--- config.mk ---
export PLATFORM = sky130hd
export DESIGN_NAME = mem_op_sequencer
export DESIGN_NICKNAME = d
export VERILOG_FILES = /design/src/rtl/mem_op_sequencer.sv
export SDC_FILE = /design/constraint.sdc
export NUM_CORES = 1
export LEC_CHECK = 0
export ABC_AREA = 0
export ABC_CLOCK_PERIOD_IN_PS = 4050
export CAP_MARGIN = 20
export CORE_UTILIZATION = 42
export CTS_BUF_LIST = sky130_fd_sc_hd__clkbuf_8
export CTS_CLUSTER_SIZE = 28
export DETAILED_ROUTE_END_ITERATION = 10
export HOLD_SLACK_MARGIN = 0.02
export PLACE_DENSITY = 0.89
export SLEW_MARGIN = 10
export SYNTH_ARGS = -nofsm -noshare
export SYNTH_HDL_FRONTEND = slang
export SYNTH_SLANG_ARGS = --single-unit
--- constraint.sdc ---
create_clock -name clk -period 4.05 [get_ports clk]
set_input_delay 0.6075 -clock clk [delete_from_list [all_inputs] [get_ports clk]]
set_output_delay 0.6075 -clock clk [all_outputs]
set_load 0.05 [all_outputs]
--- src/rtl/mem_op_sequencer.sv ---
// -----------------------------------------------------------------------------
// mem_op_sequencer
//
// Hardwired control sequencer for the memory-class instructions ld, ldi and
// st. It steps through a shared fetch (F0..F2) and a per-opcode execute phase
// (E3..E7), and raises the datapath control strobes for each step. Every RAM
// access (the fetch read, the ld operand read and the st write) can be
// stretched by MEM_WAIT extra cycles for slower memories.
//
// Parameters
//   OP_LD / OP_LDI / OP_ST  opcodes found in IR_Data[31:27]
//   ALU_ADD                 ALU code for the Rb + C effective-address add
//   MEM_WAIT                extra cycles per memory access, 0..15
//
// Ports
//   clk                  in   rising-edge clock
//   reset                in   asynchronous, active-high; forces IDLE, all outputs 0
//   run                  in   1 = fetch/execute continuously, 0 = stop at the
//                             next instruction boundary
//   IR_Data[31:0]        in   instruction register contents
//   PC_select            out  PC onto bus
//   MAR_enable           out  load MAR from bus
//   PC_increment_enable  out  PC <= PC + 1
//   read                 out  memory read; MDR input mux selects memory
//   write                out  memory write (address from MAR, data from MDR)
//   MDR_enable           out  load MDR (from memory when read=1, else from bus)
//   MDR_select           out  MDR onto bus
//   IR_enable            out  load IR from bus
//   Gra / Grb            out  select the Ra / Rb register field
//   BAout                out  base-address out (R0 reads as 0)
//   Y_enable             out  load Y from bus
//   c_select             out  sign-extended C field onto bus
//   alu_instruction[4:0] out  ALU opcode (ALU_ADD in E4, otherwise 0)
//   Z_enable             out  load Z from ALU
//   Z_LO_select          out  Z_LO onto bus
//   r_enable             out  write the selected register from bus
//   busy                 out  1 in every state except IDLE
//   done                 out  1-cycle pulse on the final cycle of a legal instruction
//   illegal              out  1-cycle pulse in E3 when the opcode is not ld/ldi/st
// -----------------------------------------------------------------------------
module mem_op_sequencer #(
  parameter logic [4:0]  OP_LD    = 5'b00000,
  parameter logic [4:0]  OP_LDI   = 5'b00001,
  parameter logic [4:0]  OP_ST    = 5'b00010,
  parameter logic [4:0]  ALU_ADD  = 5'b00000,
  parameter int unsigned MEM_WAIT = 0
) (
  input  logic        clk,
  input  logic        reset,
  input  logic        run,
  input  logic [31:0] IR_Data,
  output logic        PC_select,
  output logic        MAR_enable,
  output logic        PC_increment_enable,
  output logic        read,
  output logic        write,
  output logic        MDR_enable,
  output logic        MDR_select,
  output logic        IR_enable,
  output logic        Gra,
  output logic        Grb,
  output logic        BAout,
  output logic        Y_enable,
  output logic        c_select,
  output logic [4:0]  alu_instruction,
  output logic        Z_enable,
  output logic        Z_LO_select,
  output logic        r_enable,
  output logic        busy,
  output logic        done,
  output logic        illegal
);

  typedef enum logic [3:0] {
    S_IDLE,
    S_F0,
    S_F1,
    S_F2,
    S_E3,
    S_E4,
    S_E5,
    S_E6,
    S_E7
  } state_t;

  typedef enum logic [1:0] {
    OPC_LD,
    OPC_LDI,
    OPC_ST,
    OPC_BAD
  } opc_t;

  // Wait counter is 4 bits wide, so MEM_WAIT is meaningful in 0..15.
  localparam logic [3:0] WAIT_LAST = 4'(MEM_WAIT);

  state_t     state_q, state_d;
  opc_t       op_q, op_d;
  logic [3:0] wait_cnt_q, wait_cnt_d;

  opc_t       ir_op;
  logic       wait_first;
  logic       wait_last;
  logic [3:0] wait_inc;
  state_t     boundary_state;

  // Only the opcode field steers the sequencer; the register and constant
  // fields are consumed by the datapath.
  logic ir_unused;
  assign ir_unused = ^IR_Data[26:0];

  // ---------------------------------------------------------------------------
  // Opcode decode. IR is loaded on the edge that leaves F2, so IR_Data is
  // stable for the whole of E3; the class is captured into op_q there and
  // E4..E7 steer from the captured copy.
  // ---------------------------------------------------------------------------
  always_comb begin
    if (IR_Data[31:27] == OP_LD) begin
      ir_op = OPC_LD;
    end else if (IR_Data[31:27] == OP_LDI) begin
      ir_op = OPC_LDI;
    end else if (IR_Data[31:27] == OP_ST) begin
      ir_op = OPC_ST;
    end else begin
      ir_op = OPC_BAD;
    end
  end

  // Memory-access stretching: a held state is entered with the counter at 0
  // and leaves when it reaches WAIT_LAST. The increment saturates so the
  // counter can never run past WAIT_LAST.
  assign wait_first = (wait_cnt_q == 4'd0);
  assign wait_last  = (wait_cnt_q == WAIT_LAST);
  assign wait_inc   = wait_last ? wait_cnt_q : (wait_cnt_q + 4'd1);

  // Where to go after the last cycle of an instruction (done or illegal).
  // A run deassert mid-instruction only takes effect here.
  assign boundary_state = run ? S_F0 : S_IDLE;

  // ---------------------------------------------------------------------------
  // State register
  // ---------------------------------------------------------------------------
  // NOTE: sequential state uses non-blocking assignments so every flop samples
  // pre-edge values; blocking here would create order-dependent races.
  always_ff @(posedge clk or posedge reset) begin
    if (reset) begin
      state_q    <= S_IDLE;
      op_q       <= OPC_LD;
      wait_cnt_q <= 4'd0;
    end else begin
      state_q    <= state_d;
      op_q       <= op_d;
      wait_cnt_q <= wait_cnt_d;
    end
  end

  // ---------------------------------------------------------------------------
  // Next-state logic
  // ---------------------------------------------------------------------------
  // NOTE: every combinational output is given a default before the case, so no
  // path leaves a signal unassigned and no latch is inferred.
  always_comb begin
    state_d    = state_q;
    op_d       = op_q;
    wait_cnt_d = wait_cnt_q;

    unique case (state_q)
      S_IDLE: begin
        if (run) begin
          state_d = S_F0;
        end
      end

      S_F0: begin
        state_d    = S_F1;
        wait_cnt_d = 4'd0;
      end

      S_F1: begin
        if (wait_last) begin
          state_d = S_F2;
        end else begin
          wait_cnt_d = wait_inc;
        end
      end

      S_F2: begin
        state_d = S_E3;
      end

      S_E3: begin
        op_d = ir_op;
        if (ir_op == OPC_BAD) begin
          state_d = boundary_state;
        end else begin
          state_d = S_E4;
        end
      end

      S_E4: begin
        state_d = S_E5;
      end

      S_E5: begin
        if (op_q == OPC_LDI) begin
          state_d = boundary_state;
        end else begin
          state_d    = S_E6;
          wait_cnt_d = 4'd0;
        end
      end

      S_E6: begin
        if (op_q == OPC_ST) begin
          // st moves Ra into MDR in a single cycle; the write is stretched in E7.
          state_d    = S_E7;
          wait_cnt_d = 4'd0;
        end else if (wait_last) begin
          state_d    = S_E7;
          wait_cnt_d = 4'd0;
        end else begin
          wait_cnt_d = wait_inc;
        end
      end

      S_E7: begin
        if (op_q == OPC_LD) begin
          state_d = boundary_state;
        end else if (wait_last) begin
          state_d = boundary_state;
        end else begin
          wait_cnt_d = wait_inc;
        end
      end

      default: begin
        state_d = S_IDLE;
      end
    endcase
  end

  // ---------------------------------------------------------------------------
  // Control strobes: Moore decode of the state register (plus wait counter
  // for the stretched accesses). Because they come straight from the
  // async-reset flops, a reset mid-access drops read/write at once.
  // ---------------------------------------------------------------------------
  always_comb begin
    PC_select           = 1'b0;
    MAR_enable          = 1'b0;
    PC_increment_enable = 1'b0;
    read                = 1'b0;
    write               = 1'b0;
    MDR_enable          = 1'b0;
    MDR_select          = 1'b0;
    IR_enable           = 1'b0;
    Gra                 = 1'b0;
    Grb                 = 1'b0;
    BAout               = 1'b0;
    Y_enable            = 1'b0;
    c_select            = 1'b0;
    alu_instruction     = 5'b00000;
    Z_enable            = 1'b0;
    Z_LO_select         = 1'b0;
    r_enable            = 1'b0;
    done                = 1'b0;
    illegal             = 1'b0;

    unique case (state_q)
      S_IDLE: begin
      end

      S_F0: begin
        PC_select  = 1'b1;
        MAR_enable = 1'b1;
      end

      S_F1: begin
        // Read held for the whole access; PC bumps once on entry and MDR
        // captures only when the memory data is ready.
        read                = 1'b1;
        PC_increment_enable = wait_first;
        MDR_enable          = wait_last;
      end

      S_F2: begin
        MDR_select = 1'b1;
        IR_enable  = 1'b1;
      end

      S_E3: begin
        if (ir_op == OPC_BAD) begin
          illegal = 1'b1;
        end else begin
          Grb      = 1'b1;
          BAout    = 1'b1;
          Y_enable = 1'b1;
        end
      end

      S_E4: begin
        c_select        = 1'b1;
        alu_instruction = ALU_ADD;
        Z_enable        = 1'b1;
      end

      S_E5: begin
        Z_LO_select = 1'b1;
        if (op_q == OPC_LDI) begin
          // ldi: the effective address itself is the result.
          Gra      = 1'b1;
          r_enable = 1'b1;
          done     = 1'b1;
        end else begin
          MAR_enable = 1'b1;
        end
      end

      S_E6: begin
        if (op_q == OPC_ST) begin
          // read stays low, so MDR loads Ra from the bus.
          Gra        = 1'b1;
          MDR_enable = 1'b1;
        end else begin
          read       = 1'b1;
          MDR_enable = wait_last;
        end
      end

      S_E7: begin
        if (op_q == OPC_LD) begin
          MDR_select = 1'b1;
          Gra        = 1'b1;
          r_enable   = 1'b1;
          done       = 1'b1;
        end else begin
          write = 1'b1;
          done  = wait_last;
        end
      end

      default: begin
      end
    endcase
  end

  assign busy = (state_q != S_IDLE);

endmodule
# Yosys cells after proc, flatten, opt, wreduce, memory -nomap -nowiden
# Cells that the tools add are included.
[word_totals]
ff_bits = 10
input_bits = 35
output_inout_bits = 24
[classes]
add_sub_neg = 1
eq_ne = 19
mux = 44
n_reduce_logical = 8
[ops]
columns = ["operator", "count"]
rows = [
  ["two-way mux 4 bit", 11],
  ["one-hot mux 4 bit (9 select lines)", 1],
  ["two-way mux 1 bit", 20],
  ["one-hot mux 4 bit (5 select lines)", 1],
  ["== test 4 x 3 -> 1 bit, second input constant", 4],
  ["one-hot mux 1 bit (2 select lines)", 6],
  ["== test 4 x 2 -> 1 bit, second input constant", 2],
  ["logical NOT 4 bit", 2],
  ["!= test 2 bit, second input constant", 4],
  ["two-way mux 3 bit", 2],
  ["!= test 3 bit, second input constant", 2],
  ["== test 5 x 1 -> 1 bit, second input constant", 1],
  ["== test 5 x 2 -> 1 bit, second input constant", 1],
  ["logical NOT 5 bit", 1],
  ["nonzero test 5 bit", 1],
  ["adder 4 x 1 -> 4 bit, second input constant", 1],
  ["== test 2 bit, second input constant", 2],
  ["== test 4 x 1 -> 1 bit, second input constant", 1],
  ["== test 4 bit, second input constant", 1],
  ["two-way mux 2 bit", 2],
  ["AND reduction 4 bit", 1],
  ["nonzero test 4 bit", 1],
  ["one-hot mux 1 bit (3 select lines)", 1],
  ["AND reduction 3 bit", 1],
  ["2 further kinds", 2],
]

# Longest topological paths before layout
[logic_depth]
depth_word = 7
mapped_depth = 6
mapped_depth_nobuf = 6

# Worst setup path after synthesis
# Ideal clock, no wire load.
[synth_path]
path_type = "input port to output port"
from = "in IR_Data[27]"
to = "out Grb"
arrival_time_ps = 3096
required_ps = 3442
slack_ps = 346
stages = 3
path_buffers = 1
cell_sequence = "a2111o_1 nor4_1 buf_4"
[synth_via]
elab_chain_len = 7
word_cells_on_any_way = 9
cone_classes = "3 x eq/ne; 5 x mux; 1 x reduce/logical"
[synth_lines]
columns = ["item", "line", "source"]
rows = [
  ["start, declared", "51", "input logic [31:0] IR_Data,"],
  ["== test 5 x 2 -> 1 bit", "121", "end else if (IR_Data[31:27] == OP_ST) begin"],
  ["two-way mux 1 bit", "121", ""],
  ["two-way mux 2 bit", "119", "end else if (IR_Data[31:27] == OP_LDI) begin"],
  ["two-way mux 2 bit (*)", "117", "if (IR_Data[31:27] == OP_LD) begin"],
  ["== test 2 bit (*)", "290", "if (ir_op == OPC_BAD) begin"],
  ["two-way mux 1 bit (*) (2 in a row)", "-", ""],
  ["end, declared", "61", "output logic Grb,"],
]
# Every way passes the cells marked *; elsewhere a longest branch is shown, timed or not.

# Worst setup path in the final report
[layout_path]
from = "in IR_Data[27]"
to = "out Grb"
[layout_via]
elab_chain_len = 7
word_cells_on_any_way = 9
cone_classes = "3 x eq/ne; 5 x mux; 1 x reduce/logical"
[layout_lines]
columns = ["item", "line", "source"]
rows = [
  ["== test 5 x 2 -> 1 bit", "121", ""],
  ["two-way mux 1 bit", "121", ""],
  ["two-way mux 2 bit", "119", ""],
  ["two-way mux 2 bit (*)", "117", ""],
  ["== test 2 bit (*)", "290", ""],
  ["two-way mux 1 bit (*)", "290", ""],
  ["two-way mux 1 bit (*)", "267", "unique case (state_q)"],
]
# Marked as above.

==> Implementation_results.wiki <==
{| class="wikitable"
! Metric !! Value
|-
| Run status || complete, no violations
|-
| Antenna violations before repair || 0
|-
| Post-Synthesis Cell Area || 1010 µm²
|-
| Sink of the worst hold path || wait_cnt_q[1]$_DFFE_PP0P_
|-
| H-tree Lvls || 1
|-
| Via count of the first global-routing pass || between 900 and 1000
|-
| Half-perimeter wire length of the detailed placement result || around 1900 µm
|-
| Type of element capturing the critical path || output port
|-
| Die width || a little over 50 µm
|-
| Setup total negative slack || 0 ns
|-
| Signed area change from the synthesized netlist to the final layout || 25.3%
|-
| Final net count || roughly 180
|-
| Area leader, netlist || sky130_fd_sc_hd__dfrtp_1
|-
| Clock sink count || 10
|-
| Post-synthesis adder-cell area fraction || between 2 and 2.5%
|-
| Maximum single-stage delay on the critical path || just under 0.9 ns
|-
| Number of antenna-violating nets in the routed design || 0
|-
| Hold_sp || wait_cnt_q[1]$_DFFE_PP0P_
|-
| Peak supply drop || 0.000471 V
|-
| Routed via count divided by cell count || a little under 6
|-
| Post-synthesis xor/xnor area fraction || 0%
|-
| Lkg Pwr || approximately 0.00050 µW
|-
| Top FF cell, synth || sky130_fd_sc_hd__dfrtp_1
|-
| Average size of a mapped cell || between 7 and 8 µm²
|-
| Quantity of gates resized following cts || 0
|-
| Cell with the largest stage delay on the worst path || sky130_fd_sc_hd__clkdlybuf4s50_1
|-
| Areal power density over the cells || between 800 and 900 nW/µm²
|-
| Worst hold path type || flip-flop to flip-flop
|-
| Simple-gate portion of the synthesized area || a little under a third
|-
| Buffers on Ports || 26
|-
| Final cycle utilization of the critical path || 84.0%
|-
| Final number of hold-violating endpoints || 0
|-
| Number of hold-repair buffers added at the cts stage || 0
|-
| Number of clock buffers inserted by TritonCTS || 3
|-
| Post-CTS Setup Bufs || 0
|-
| Dominant cells by area after synthesis || sky130_fd_sc_hd__dfrtp_1 (25%), sky130_fd_sc_hd__buf_4 (6.7%), sky130_fd_sc_hd__nor2_1 (5.5%)
|-
| DIE AREA || roughly 2600 µm²
|-
| GRT overflow || 0
|-
| Kind of critical path || primary input to output port
|-
| Count of boundary I/O pins || slightly below 60
|-
| Complex-gate fraction of the synthesized area || about a fifth
|-
| Largest driver fanout on the critical path || 3
|-
| Number of maximum-capacitance violations || 0
|-
| Final setup violation count || 0
|-
| Share of post-route cells with drive strength above 1 || 6.21%
|-
| Sequential element share of the synthesized area || 24.7%
|-
| Hold Path Cell Cnt || 1
|-
| Type of element launching the critical path || primary input
|-
| Data required time of the critical path || 3.44 ns
|-
| Area share of the largest cell type after synthesis || about a quarter
|-
| Total GRT Usage || 21.8%
|-
| Final-layout worst hold slack || ~0.57 ns
|-
| Effective utilization at floorplan || between 40 and 50%
|-
| Vert. Die Dim || between 50 and 60 µm
|-
| Largest net degree at the start of global routing || 23
|-
| Post-route clock skew || around 0.0025 ns
|-
| Top cells by count, synth || sky130_fd_sc_hd__nor2_1 (15), sky130_fd_sc_hd__dfrtp_1 (10), sky130_fd_sc_hd__buf_4 (9)
|-
| Final RePlAce weighted congestion || roughly 0.95
|-
| Area inside the core boundary || 2250 µm²
|-
| Achievable Freq || ~290 MHz
|-
| Critical R2R Capture || wait_cnt_q[0]$_DFFE_PP0P_
|-
| CTS tree || done
|-
| Setup repair after global routing missed its margin || false
|-
| DR WL/cell || 14.8 µm
|-
| Diodes inserted || 0
|-
| Buffer cell driving the clock tree root || sky130_fd_sc_hd__clkbuf_8
|-
| Slew Viols, Final || 0
|-
| Worst-case setup slack after placement || a little over 0.6 ns
|-
| Minimum setup slack in the final design || 0.646 ns
|-
| First-pass GRT wire length || 4230 µm
|-
| Critical path arrival || between 2 and 3 ns
|-
| Multiplexer fraction of the synthesized cell area || 7.15%
|-
| Flop and latch count out of synthesis || 10
|-
| Maximum count of clock buffers along a single path || 2
|-
| Cell repeated most along the worst path || sky130_fd_sc_hd__clkdlybuf4s50_1
|-
| Vias || around 1000
|-
| Register-to-register path setup slack || roughly 1.9 ns
|-
| Async set-reset flop share out of synthesis || between 90% and 100%
|-
| Dominant combinational cell family by area after synthesis || simple AND/OR/NAND/NOR gates
|-
| Synthesis warning total || 0
|-
| Detailed-route wire length || ~2600 µm
|-
| Cells traversed along the worst timing path || clkdlybuf4s50_1 -> a2111o_1 -> nor4_1 -> clkdlybuf4s50_1
|-
| Number of library cell types mapped by synthesis || 48
|-
| Post-synth EDFFs || 0
|-
| Most numerous cell in the Yosys netlist || sky130_fd_sc_hd__nor2_1
|-
| Transition at the pin with the smallest max-transition slack || between 0.6 and 0.7 ns
|-
| Worst-Skew Late Latency || 0.24 ns
|-
| Count of TritonRoute iterations in the first routing pass || 4
|-
| FP Rows || 17
|-
| R2R depth || 4
|-
| Post-Synthesis Cells || between 100 and 150
|-
| Number of DRC markers in iteration 0 || 25
|-
| Tightest slew margin relative to the limit || between 50% and 60%
|-
| Min cycle time layout || ~3.4 ns
|-
| Reg2reg start || state_q[3]$_DFFE_PP0P_
|-
| Clock slew seen by the registers of the worst setup and hold paths || 0.05 ns
|-
| Post-route DRC violation count || 0
|}
[state kept, by name, summed over array words and instances (netlist names)]
signal      cells
op_q            2
state_q         4
wait_cnt_q      4
[worst max-delay path by stage]
| stage | from | endpoint | slack, ns | cells past startpoint |
|---|---|---|---|---|
| after floorplan | IR_Data[27] | Grb | 0.35 | 3 |
| after global placement | IR_Data[27] | Grb | 0.69 | 4 |
| after detailed placement | IR_Data[27] | Y_enable | 0.62 | 4 |
| after CTS | IR_Data[27] | Y_enable | 0.63 | 4 |
| after global routing | IR_Data[31] | Y_enable | 0.53 | 4 |
| final | IR_Data[27] | Grb | 0.65 | 4 |
[layer usage]
| metal | global-route usage [%] | vias up | wire, µm |
|---|---|---|---|
| li1 | - | 481 | - |
| met1 | 27.8 | 498 | 1130 |
| met2 | 35.5 | 40 | 1280 |
| met3 | 3.87 | 10 | 98 |
| met4 | 9.72 | 0 | 53 |
| met5 | 0 | - | 0 |
[cells by family after synthesis]
family,after synthesis
simple gates,56
fa+ha+maj,2
mux,7
other cells,1
flops,10
buf+inv,24
compound gates,27
[worst max-delay path, delay by kind of cell]
kind	cells	cell delay (ns)
buffers and inverters	2	1.31
AND/OR/NAND/NOR	1	0.41
AO/OA/AOI/OAI	1	0.46
[cells in the final DEF, fill, tap and decap left out, types with 4 or more instances in the layout]
cell / netlist / final
sky130_fd_sc_hd__mux2i_1: 5 / 5
sky130_fd_sc_hd__conb_1: 1 / 5
sky130_fd_sc_hd__a21oi_1: 7 / 7
sky130_fd_sc_hd__nand3_1: 4 / 4
sky130_fd_sc_hd__nor2_1: 15 / 15
sky130_fd_sc_hd__nand2b_1: 4 / 4
sky130_fd_sc_hd__dfrtp_1: 10 / 10
sky130_fd_sc_hd__nand2_1: 7 / 7
sky130_fd_sc_hd__clkdlybuf4s50_1: 0 / 26
sky130_fd_sc_hd__nor2b_1: 4 / 4
sky130_fd_sc_hd__inv_1: 7 / 7
[through the flow]
stage | util (%) | cells | power, µW | cell area [µm²]
3_3_place_gp | 54.6 | 170 | 874 | 1230
5_1_grt | 56.4 | 173 | 1080 | 1270
2_1_floorplan | - | 131 | 741 | 1030
4_1_cts | 56.4 | 173 | 1010 | 1270
3_5_place_dp | 54.6 | 170 | 903 | 1230
6_report | 56.4 | 173 | 1020 | 1270
[power by group]
| part | switching, µW | leakage [µW] | internal (µW) |
|---|---|---|---|
| logic | 426 | 0.000352 | 251 |
| clock network | 38.2 | 0.0000216 | 65.0 |
| registers | 109 | 0.000124 | 130 |
[final cells by class]
| cell class | instances | area, µm² |
|---|---|---|
| repair buffers | 27 | 268 |
| multi-input cells | 97 | 647 |
| fillers | 206 | 983 |
| clock buffers | 3 | 41.3 |
| flip-flops and latches | 10 | 250 |
| inverters | 8 | 30.0 |
| well taps | 28 | 35.0 |
No activity file was read; power rests on OpenSTA's default activity.
==> RTL change 1 (same settings) <==
Register the output `Grb`, with the module's reset; this adds one clock of latency there. The other outputs are not delayed to match.
--- a/src/rtl/mem_op_sequencer.sv
+++ b/src/rtl/mem_op_sequencer.sv
@@ -93,6 +93,8 @@
   // Wait counter is 4 bits wide, so MEM_WAIT is meaningful in 0..15.
   localparam logic [3:0] WAIT_LAST = 4'(MEM_WAIT);
 
+  logic Grb_d;
+
   state_t     state_q, state_d;
   opc_t       op_q, op_d;
   logic [3:0] wait_cnt_q, wait_cnt_d;
@@ -253,7 +255,7 @@
     MDR_select          = 1'b0;
     IR_enable           = 1'b0;
     Gra                 = 1'b0;
-    Grb                 = 1'b0;
+    Grb_d               = 1'b0;
     BAout               = 1'b0;
     Y_enable            = 1'b0;
     c_select            = 1'b0;
@@ -290,7 +292,7 @@
         if (ir_op == OPC_BAD) begin
           illegal = 1'b1;
         end else begin
-          Grb      = 1'b1;
+          Grb_d    = 1'b1;
           BAout    = 1'b1;
           Y_enable = 1'b1;
         end
@@ -344,4 +346,12 @@
 
   assign busy = (state_q != S_IDLE);
 
+  always_ff @(posedge clk or posedge reset) begin
+    if (reset) begin
+      Grb <= '0;
+    end else begin
+      Grb <= Grb_d;
+    end
+  end
+
 endmodule
Formal check against the unedited RTL: not equivalent (Yosys sat finds a counterexample within 10 cycles, from zero or initial values and one cycle with reset high).
==> RTL change 1 against the original RTL <==
Sequential power down 8%. Register-to-register slack improved by 170 ps. Wire length is 4.6% lower. Via count fell by 0.78%. Synthesized cell count unchanged. Clock skew about the same. Sequential cell count rose by 1. Setup slack worse by 60 ps. Non-clock buffer count unchanged. Design area grew 1.3%. Synthesized area up 0.62%. Power decreased by 9.1%.
==> RTL change 1: results (changes against the original RTL) <==
The largest stage delay on the critical path came out at 820 ps (-70 ps). By count the netlist is led by sky130_fd_sc_hd__nor2_1 (13), sky130_fd_sc_hd__dfrtp_1 (11), sky130_fd_sc_hd__inv_1 (8), sky130_fd_sc_hd__a21oi_1 (7), sky130_fd_sc_hd__buf_4 (7). The length of the first detailed-routing pass in iterations is 4 (unchanged). The worst ir drop on vdd was 502 uV (+6.6%). The flow ran to the end, and the final reports show no timing, DRC or antenna violations. The antenna diode instance count is 0 (unchanged). The total of cells resized after clock tree synthesis is 0 (unchanged). The ratio of cells with drive above 1 in the final layout came out at 6.16% (-0.043 points). The worst register-to-register path ends at wait_cnt_q[2]$_DFFE_PP0P_. For hold timing, the worst endpoint is wait_cnt_q[0]$_DFFE_PP0P_. The via count of the first global-routing pass came out at 954 (+3.4%).

The initial detailed-routing violation count is 27 (+8.0%). Tracing the worst setup path back leads to its startpoint at IR_Data[31]. The sequential area share after synthesis came out at 27.0% (+2.3 points). The global-route total usage across every layer came out at 20.4% (-1.4 points).

The wire length of the first global-routing pass is 4.02 mm (-4.9%). The relative slew slack is 47.8% (-8.8 points). The weighted congestion at the end of routability-driven global placement is 0.808 (-15%). The routed wire length was 2.44 mm (-4.6%). TritonCTS built the clock tree. Among all flip-flop cells after synthesis, the most frequent one is sky130_fd_sc_hd__dfrtp_1.

The worst register-to-register path begins at state_q[0]$_DFFE_PP0P_. The initial antenna violation count was 0 (unchanged). The worst clock skew was 2.78 ps (+0.274 ps). The number of distinct library cells after synthesis was 45 (-6.3%). The maximum level of the CTS H-tree is 1 (unchanged).

The static leakage is 0.488 nW (-2.0%). The number of maximum-capacitance violations came out at 0 (unchanged). The cell count after synthesis came out at 127 (unchanged). The average wire length per cell after detail routing came out at 14.0 um (-5.1%). The worst hold path begins at wait_cnt_q[0]$_DFFE_PP0P_. In this run the clock root is driven by a sky130_fd_sc_hd__clkbuf_8. The CTS clock-pin slew for the worst setup and hold paths came out at 50 ps (about the same).

The mean number of vias per cell is 5.87 (-1.3%). The data arrival at the endpoint of the critical path is 2860 ps (+60 ps). The placed cell count is 170 (unchanged).

After synthesis, the cell types taking the most area are sky130_fd_sc_hd__dfrtp_1 (27%), sky130_fd_sc_hd__buf_4 (5.1%), sky130_fd_sc_hd__nor2_1 (4.8%), sky130_fd_sc_hd__a21oi_1 (3.4%), sky130_fd_sc_hd__nand2b_1 (3.1%). The placed wire-length estimate after detailed placement came out at 1.81 mm (-2.7%). The reg-to-reg setup timing slack is 2070 ps (+170 ps).

The largest net degree at the start of global routing is 23 (unchanged).
[RTL change 1: through the flow]
step	worst slack, ps	hold WS, ps	utilization (%)	power (mW)	cell area, um^2
detailed placement	622	530	55.1	0.818	1240
global route	499	560	57.1	0.988	1290
floorplan	1080	460	-	0.681	1040
global placement	728	516	55.1	0.802	1240
finish	587	542	57.1	0.926	1290
CTS	602	537	57.1	0.929	1290
[RTL change 1: worst max path at each step]
stage,endpoint,slack (ps),cells past startpoint
4_1_cts,BAout,600,4
5_1_grt,BAout,500,4
2_1_floorplan,illegal,1080,4
3_5_place_dp,BAout,620,4
3_3_place_gp,Y_enable,730,4
6_report,BAout,590,4
[RTL change 1: power by group]
part	total (mW)	switching (mW)	internal, mW
Sequential	0.221	0.0883	0.133
Combinational	0.598	0.384	0.214
Clock	0.107	0.0406	0.0665
Total	0.926	0.513	0.414
[RTL change 1: metal layers]
metal  part of all wire (%)  GRT usage (%)  wire length, um
met1                     39           23.4              958
met2                     54           37.7             1310
met3                    6.9           5.65              168
met4                   0.25           3.60                6
met5                      0              0                0
[RTL change 1: layout make-up]
class,instances,area share (%)
inverter,8,2.33
tap,28,2.72
clock buffer,3,3.21
clock inverter,1,0.292
sequential,11,21.4
multi-input combinational,96,49.3
timing repair buffer,27,20.8
[RTL change 1: logic make-up after synthesis]
logic type               after synthesis  share of synthesized area, %
other                                  1                         0.367
adder cells (fa/ha/maj)                2                          2.45
buffers and inverters                 24                          12.4
AO/OA/AOI/OAI                         35                          26.3
AND/OR/NAND/NOR                       50                          27.8
multiplexers                           2                          1.96
flip-flops                            11                          27.0
XOR/XNOR                               2                          1.72
==> RTL change 2 (same flow settings) <==
Made on the original files. Make the reset (`reset`) synchronous in one clocked block. Comments in the files are not updated.
--- a/src/rtl/mem_op_sequencer.sv
+++ b/src/rtl/mem_op_sequencer.sv
@@ -141,7 +141,7 @@
   // ---------------------------------------------------------------------------
   // NOTE: sequential state uses non-blocking assignments so every flop samples
   // pre-edge values; blocking here would create order-dependent races.
-  always_ff @(posedge clk or posedge reset) begin
+  always_ff @(posedge clk) begin
     if (reset) begin
       state_q    <= S_IDLE;
       op_q       <= OPC_LD;
Function: differs if reset is asserted again (counterexample within 4 cycles, from zero or initial values and one cycle with reset high); with reset held inactive, the same outputs for 10 cycles.
==> RTL change 2 against the original RTL <==
Design area down 9.1%. Die area fell by 13%. Via count decreased by 10%. Synthesized area down 13%. Wire length decreased by 21%. Global-route usage fell by 2.7 points. Sequential share of layout area decreased by 2.4 points. Setup slack better by 180 ps. Sequential cell count stayed put.
Power is not compared: it rests on default switching activity, and its combinational part moved more than twofold at a synthesized area within 25%.
==> RTL change 2: results (changes against the original RTL) <==
The run finished with clean final reports. The final-stage net count came out at 181 (-1.6%). The weighted congestion at the end of routability-driven global placement came out at 0.863 (-8.7%). The startpoint identified for the worst hold timing path is wait_cnt_q[1]$_SDFFE_PP0P_.

The wire length of the first global-routing pass is 3.13 mm (-26%). Sorting the synthesized cells by how often they occur yields sky130_fd_sc_hd__nand2_1 (15), sky130_fd_sc_hd__a21oi_1 (11), sky130_fd_sc_hd__nor2_1 (11), sky130_fd_sc_hd__dfxtp_1 (10), sky130_fd_sc_hd__buf_4 (8). The hold-critical path depth came out at 2 (+1). The maximum fanout encountered on the critical timing path is 4 (+1). The fraction of registers with async set or reset after synthesis is 0% (-100 points). The endpoint of the worst hold path is wait_cnt_q[1]$_SDFFE_PP0P_. The worst clock skew is 2.17 ps (-0.336 ps).

The post-detailed-placement cell area came out at 1100 um^2 (-10%). The mean number of vias per cell is 5.45 (-8.4%). The largest stage delay on the critical path is 820 ps (-70 ps). The largest net degree at the start of global routing is 21 (-8.7%). In this run the critical register-to-register path is launched from state_q[0]$_SDFFE_PP0P_. The number of distinct library cells after synthesis came out at 46 (-4.2%). The synthesized area divided by synthesized cell count is 7.11 um^2 (-11%). The post-placement worst setup slack was 826 ps (+210 ps). The worst register-to-register path ends at wait_cnt_q[2]$_SDFFE_PP0P_. The most used flip-flop cell after synthesis is sky130_fd_sc_hd__dfxtp_1. The global-route total usage across every layer is 19.2% (-2.7 points). The via count of the first global-routing pass is 739 (-20%).

The relative slew slack is 50.3% (-6.2 points). The worst-case reg-to-reg path depth came out at 5 (+1). The compound-gate portion of the synthesized area is 25.1% (+4.5 points). The adder-cell share of the synthesized area is 2.84% (+0.37 points). The mux cell area share after synthesis is 1.28% (-5.9 points). The initial detailed-routing violation count came out at 31 (+24%). The routed wire length is 2.02 mm (-21%).

The worst setup path startpoint is IR_Data[31]. In the post-synthesis netlist, the biggest area contributors are sky130_fd_sc_hd__dfxtp_1 (23%), sky130_fd_sc_hd__buf_4 (6.8%), sky130_fd_sc_hd__nand2_1 (6.4%), sky130_fd_sc_hd__a21oi_1 (6.2%), sky130_fd_sc_hd__nor2_1 (4.7%). The worst hold margin is 502 ps (-71.5 ps). The placed cell count came out at 166 (-2.4%). The sequential area share after synthesis was 22.7% (-2.0 points).

The number of vias after detailed routing is 926 (-10%). The placed wire-length estimate after detailed placement is 1.53 mm (-18%). The reg-to-reg setup timing slack came to 1780 ps (-120 ps).
-- RTL change 2: final cells by class --
cell class | instances | area, um^2
timing repair buffer | 26 | 260
fill | 200 | 806
multi-input combinational | 95 | 577
clock buffer | 4 | 55.1
sequential | 10 | 200
tap | 27 | 33.8
inverter | 8 | 30.0
-- RTL change 2: tightest hold or removal path, delay by kind of cell (launching register included) --
kind | cells | cell delay [ps]
AOI/OAI and AO/OA | 1 | 60
DFF | 1 | 330
and+or+nand+nor | 1 | 60
-- RTL change 2: worst max path at each step --
| stage | slack [ps] | to | cells past startpoint |
|---|---|---|---|
| after floorplan | 1510 | MDR_enable | 5 |
| after global placement | 860 | Y_enable | 6 |
| after detailed placement | 830 | BAout | 6 |
| after CTS | 820 | BAout | 6 |
| after global routing | 670 | BAout | 5 |
| final | 830 | BAout | 6 |
-- RTL change 2: routing by layer --
metal	global-route usage [%]	up-vias	routed length, um
li1	-	469	-
met1	25.0	409	878
met2	30.0	45	979
met3	3.40	3	139
met4	10.0	0	27
met5	0	-	0
-- RTL change 2: where the power goes --
group          switching (mW)  total, mW  internal (mW)
combinational           0.111      0.171         0.0600
sequential             0.0219      0.127          0.105
clock                  0.0359      0.121         0.0852
total                   0.169      0.419          0.250
-- RTL change 2: logic make-up (layout without fill, tap and decap cells) --
logic type / after synthesis / in the layout
muxes: 1 / 1
other: 1 / 5
DFF: 10 / 10
AOI/OAI and AO/OA: 32 / 32
and+or+nand+nor: 55 / 55
adders and majority gates: 2 / 2
buffers and inverters: 23 / 38
-- RTL change 2: per-stage QoR --
stage	utilization [%]	total power [mW]
global route	58.9	0.444
global placement	56.1	0.295
detailed placement	56.1	0.299
CTS	58.9	0.422
floorplan	-	0.256
finish	58.9	0.419
